### config.mk
export PLATFORM = sky130hd
export DESIGN_NAME = clk_period_meter
export DESIGN_NICKNAME = d
export VERILOG_FILES = /design/src/rtl/clk_meter_pkg.sv /design/src/rtl/edge_sync.sv /design/src/rtl/clk_period_meter.sv
export SDC_FILE = /design/constraint.sdc
export NUM_CORES = 1
export LEC_CHECK = 0
export BUFFER_PORTS_ARGS = -buffer_cell sky130_fd_sc_hd__buf_2
export CORE_ASPECT_RATIO = 1.4
export CORE_MARGIN = 4
export CORE_UTILIZATION = 40
export DETAILED_ROUTE_END_ITERATION = 16
export PLACE_DENSITY = 0.6
export SETUP_SLACK_MARGIN = 0.05
export SYNTH_ARGS = -nofsm -noshare
export SYNTH_HDL_FRONTEND = slang
export SYNTH_SLANG_ARGS = --single-unit
### constraint.sdc
create_clock -name clk_in -period 2 [get_ports clk_in]
set_input_delay 0.3 -clock clk_in [delete_from_list [all_inputs] [get_ports clk_in]]
set_output_delay 0.3 -clock clk_in [all_outputs]
set_load 0.005 [all_outputs]
### src/rtl/clk_meter_pkg.sv
// Shared types and widths for the clock period meter.
package clk_meter_pkg;

   localparam int CNT_W = 28;
   localparam int RUN_W = 4;

   typedef enum logic [0:0] {
      IDLE    = 1'b0,
      MEASURE = 1'b1
   } state_t;

   // Unsigned inclusive window test used for the in-range decision.
   function automatic logic in_window(input logic [CNT_W-1:0] val,
                                      input logic [CNT_W-1:0] lo,
                                      input logic [CNT_W-1:0] hi);
      return (val >= lo) && (val <= hi);
   endfunction

endpackage

### src/rtl/edge_sync.sv
// Two-flop synchronizer for the slow clock under test, plus a third flop for rise detection.
module edge_sync (
   input  logic clk_in,
   input  logic rst,
   input  logic d,
   output logic rise,
   output logic level
);

   logic sync1_r;
   logic sync2_r;
   logic sync3_r;

   // Synchronizer chain; sync3_r only serves the edge detector.
   always_ff @(posedge clk_in) begin
      if (rst) begin
         sync1_r <= 1'b0;
         sync2_r <= 1'b0;
         sync3_r <= 1'b0;
      end else begin
         sync1_r <= d;
         sync2_r <= sync1_r;
         sync3_r <= sync2_r;
      end
   end

   assign rise  = sync2_r & ~sync3_r;
   assign level = sync2_r;

endmodule

### src/rtl/clk_period_meter.sv
// Measures the period of sig_in in clk_in cycles, flags range, lock and timeout.
// Optional high-time output enabled by defining CLK_PERIOD_METER_DUTY_EN.
module clk_period_meter
   import clk_meter_pkg::*;
#(
   parameter int MIN_PERIOD  = 99_000_000,
   parameter int MAX_PERIOD  = 101_000_000,
   parameter int TIMEOUT_CYC = 150_000_000,
   parameter int LOCK_COUNT  = 3
) (
   input  logic             clk_in,
   input  logic             rst,
   input  logic             sig_in,
   output logic [CNT_W-1:0] period_out,
   output logic             period_valid,
   output logic             in_range,
   output logic             locked,
   output logic             timeout
`ifdef CLK_PERIOD_METER_DUTY_EN
   ,
   output logic [CNT_W-1:0] high_out
`endif
);

   localparam logic [CNT_W-1:0] MIN_C     = CNT_W'(MIN_PERIOD);
   localparam logic [CNT_W-1:0] MAX_C     = CNT_W'(MAX_PERIOD);
   localparam logic [CNT_W-1:0] TIMEOUT_C = CNT_W'(TIMEOUT_CYC);
   localparam logic [CNT_W-1:0] CNT_ONE   = CNT_W'(1);
   localparam logic [RUN_W-1:0] LOCK_C    = RUN_W'(LOCK_COUNT);
   localparam logic [RUN_W-1:0] RUN_ONE   = RUN_W'(1);

   state_t           state_r;
   logic [CNT_W-1:0] cnt_r;
   logic [RUN_W-1:0] run_r;
   logic             rise_s;
   logic             level_s;
   logic             edge_s;
   logic             in_win_s;
   logic [RUN_W-1:0] run_inc_s;
`ifdef CLK_PERIOD_METER_DUTY_EN
   logic [CNT_W-1:0] high_cnt_r;
`endif

   edge_sync u_edge_sync (
      .clk_in (clk_in),
      .rst    (rst),
      .d      (sig_in),
      .rise   (rise_s),
      .level  (level_s)
   );

   // A rise always coincides with a high synchronized level; qualifying keeps the two consistent.
   assign edge_s = rise_s & level_s;

   // Range decision and saturating lock-run increment for the period just closed.
   always_comb begin
      in_win_s  = 1'b0;
      run_inc_s = run_r;
      in_win_s  = in_window(cnt_r, MIN_C, MAX_C);
      if (run_r == LOCK_C) begin
         run_inc_s = run_r;
      end else begin
         run_inc_s = run_r + RUN_ONE;
      end
   end

   // Measurement FSM with all status outputs registered.
   always_ff @(posedge clk_in) begin
      if (rst) begin
         state_r      <= IDLE;
         cnt_r        <= '0;
         run_r        <= '0;
         period_out   <= '0;
         period_valid <= 1'b0;
         in_range     <= 1'b0;
         locked       <= 1'b0;
         timeout      <= 1'b0;
`ifdef CLK_PERIOD_METER_DUTY_EN
         high_cnt_r   <= '0;
         high_out     <= '0;
`endif
      end else begin
         period_valid <= 1'b0;
         case (state_r)
            IDLE: begin
               // First edge after reset or timeout is a reference only.
               if (edge_s) begin
                  cnt_r   <= CNT_ONE;
                  state_r <= MEASURE;
                  timeout <= 1'b0;
`ifdef CLK_PERIOD_METER_DUTY_EN
                  high_cnt_r <= CNT_ONE;
`endif
               end
            end
            MEASURE: begin
               if (edge_s) begin
                  period_out   <= cnt_r;
                  period_valid <= 1'b1;
                  cnt_r        <= CNT_ONE;
                  in_range     <= in_win_s;
`ifdef CLK_PERIOD_METER_DUTY_EN
                  high_out     <= high_cnt_r;
                  high_cnt_r   <= CNT_ONE;
`endif
                  if (in_win_s) begin
                     run_r  <= run_inc_s;
                     locked <= (run_inc_s == LOCK_C);
                  end else begin
                     run_r  <= '0;
                     locked <= 1'b0;
                  end
               end else if (cnt_r == TIMEOUT_C) begin
                  state_r  <= IDLE;
                  timeout  <= 1'b1;
                  locked   <= 1'b0;
                  run_r    <= '0;
                  in_range <= 1'b0;
               end else begin
                  cnt_r <= cnt_r + CNT_ONE;
`ifdef CLK_PERIOD_METER_DUTY_EN
                  high_cnt_r <= high_cnt_r + {{(CNT_W-1){1'b0}}, level_s};
`endif
               end
            end
            default: begin
               state_r <= IDLE;
            end
         endcase
      end
   end

endmodule
==> impl_results.md <==
- Status: complete, no violations
- Final Power: 2.939 mW
- Largest net degree at the start of global routing: 31
- Reg clk slew, reported paths: 80 ps
- Slowest stage cell, crit path: nor4b_4
- Worst r2r dst: cnt_r[26]
- Crit path capture type: flop
- Synth Net Count: 376
- Final hold vios: 0
- Rows: 37
- Area of placed instances: 3410 um2
- I/O Buffers: 34
- Flops & latches, synth: 68
- RSZ-0062 raised after global routing: no
- Max Cap Viol: 0
- Hold_sp: sig_in
- Vias in the first global route: 2,607
- Post-synth EDFFs: 0
- Post-synthesis sequential area ratio: 0.4435
- Initial Util: 0.4144
- Max VDD drop: 0.4919 mV
- R2R setup slack: 160 ps
- Die width: 82.03 um
- Max incr delay on CP: 450 ps
- Placer congestion estimate: 0.8774
- Unique masters post-synth: 48
- Ports: 35
- Fillers: 721
- Yosys warns: 0
- Pwr/cell area: 795.3 nW/um2
- Gr usage total: 0.1747
- Initial antenna violation count: 0
- Area Overhead vs Synth: 20.38%
- Final period utilization: 0.9195
- DRC: 0
- Post-synth ARST share: 0
- CP required: 2220 ps
- Syn Inst Count: 370
- Post-DP HPWL: 5.243 mm
- Cell breakdown of the critical path: and3_2 > nand4_4 > nor4b_4 > nand4_1 > xor2_1 > nor2_1
- Worst r2r src: cnt_r[12]
- Hold crit path type: in -> reg
- Synth top area cells: dfxtp_1, nand2_1, a21oi_1
- Nets: 417
- Via Count: 2,641
- Worst path arrival time: 2060 ps
- Clock sinks: 68
- Die area: 9158 um2
- Slew margin rel.: 0.6875
- Post-layout min period: 1839 ps
- Core box area: 7407 um2
- Clock Path Buffers: 2
- Setup TNS: 0 ps
- Final slew viol count: 0
- Post-Route WL: 7.247 mm
- Maximum clock frequency: 0.5438 GHz
- Post-synth top area share: 0.4435
- Htree depth: 3
- Remaining global-route overflow: 0
- Critical path class: reg -> reg
- Fin area: 3695 um2
- Final setup vio count: 0
- CTS tree: yes
- Startpoint types: flop
- Post-route clock skew: 9.227 ps
- First-pass iteration count of the detailed router: 4
- Hold Path Stages: 2
- CTS Hold Bufs: 0
- Ratio of cells with drive above 1 in the final layout: 0.2236
- Syn avg cell area: 8.295 um2
- Worst skew pair latency: 340 ps
- WHS: 174.1 ps
- Wire per inst: 14.13 um
- Starting DRT DRC Count: 156
- Ys flop type: dfxtp_1
- Slew of the pin with the lowest slew margin: 468.7 ps
- R2R cell count: 6
- CP max FO: 6
- Area leader, netlist: dfxtp_1
- Post-synthesis cell area: 3069 um2
- CTS Root Cell: clkbuf_8
- First-pass GRT wire length: 12.36 mm
- ANT cells: 0
- Hold-critical path endpoint: u_edge_sync.sync1_r
- Vias per inst: 5.148
- Post-DRT Antenna Nets: 0
- Num CTS Buffers: 9
- Leakage: 1.446 nW
- Die H: 111.6 um
final cells by class:
type | count | area (um2) | share of cell area
Clock buffer | 9 | 123.9 | 0.03353
Multi-Input combinational cell | 270 | 1573 | 0.4257
Clock inverter | 7 | 146.4 | 0.03962
Timing Repair Buffer | 57 | 342.8 | 0.09279
Tap cell | 97 | 121.4 | 0.03285
Sequential cell | 68 | 1369 | 0.3705
Inverter | 5 | 18.77 | 0.005080
routing by layer:
layer	GRT usage	wire, um
met5	0	0
met1	0.2215	3314
met3	0.03560	320
met4	0.09424	155
met2	0.2725	3456
cells in the mapped netlist (all sizes together), types with 2 or more instances:
cell type,number
a211oi,2
a21oi,40
and3,7
and4,4
buf,14
clkbuf,13
dfxtp,68
ha,3
inv,5
mux2i,2
nand2,71
nand2b,4
nand3,11
nand4,12
nand4b,3
nor2,33
nor2b,7
nor3,8
nor4,5
nor4b,3
o21ai,11
or3,7
xnor2,8
xor2,18
critical path: cells and delay by family (launching register included):
kind	cells	cell delay, ps
and+or+nand+nor	5	1110
DFF	1	430
xor gates and xnor gates	1	170
through the flow:
| step | setup slack, ps | util | instances |
|---|---|---|---|
| after floorplan | 290.6 | - | 370 |
| after global placement | 79.77 | 0.4603 | 497 |
| after detailed placement | 80.93 | 0.4603 | 497 |
| after CTS | 51.98 | 0.4968 | 513 |
| after global routing | 61.45 | 0.4988 | 513 |
| final | 161.1 | 0.4988 | 513 |
sequential cells by signal, summed over array words and instances (netlist names):
register and cells:
u_edge_sync.level 1, timeout 1, period_out 28, state_r 1
run_r 4, cnt_r 28, u_edge_sync.sync1_r 1, in_range 1
period_valid 1, locked 1, u_edge_sync.sync3_r 1
worst max path at each step:
stage,from,endpoint,slack (ps),cells past startpoint
3_5_place_dp,cnt_r[7],cnt_r[26],80,6
6_report,cnt_r[12],cnt_r[26],160,6
5_1_grt,cnt_r[12],cnt_r[26],60,6
3_3_place_gp,cnt_r[7],cnt_r[26],80,6
4_1_cts,cnt_r[7],cnt_r[26],50,6
2_1_floorplan,cnt_r[21],locked,290,6
logic make-up (layout without fill, tap and decap cells):
kind of cell,count (synthesis),in the layout,synth area share
XOR/XNOR,26,26,0.07420
AO/OA/AOI/OAI,58,58,0.1056
buffers and inverters,32,78,0.04647
AND/OR/NAND/NOR,181,181,0.3115
multiplexers,2,2,0.006523
adder cells (fa/ha/maj),3,3,0.01223
flip-flops,68,68,0.4435
power by group:
group / switching (mW) / internal [mW]
logic: 0.0433 / 0.0178
registers: 0.00544 / 1.36
clock network: 0.548 / 0.965
cells in the final DEF (no fill, tap or decap), types with 2 or more instances in the layout:
cell	instances
nand2b_1	4
nor3_1	6
dfxtp_1	62
buf_4	23
buf_2	34
a21oi_1	40
nand4b_1	3
nor4_1	4
nand2_1	71
and4_1	4
xor2_1	18
dfxtp_2	6
nor3_2	2
or3_1	7
mux2i_1	2
nor2_1	33
nor2b_1	6
o21ai_0	7
clkbuf_8	9
inv_1	4
nand4_1	11
o21ai_1	4
nand3_1	10
xnor2_1	8
and3_1	5
inv_6	2
ha_1	3
bufinv_16	4
timing repair:
action	in CTS	in global routing
setup endpoints to repair	0	8
endpoints found under the hold margin	0	0
resized for setup	0	9
buffers inserted	0	0
Power figures use the tool's default switching activity.
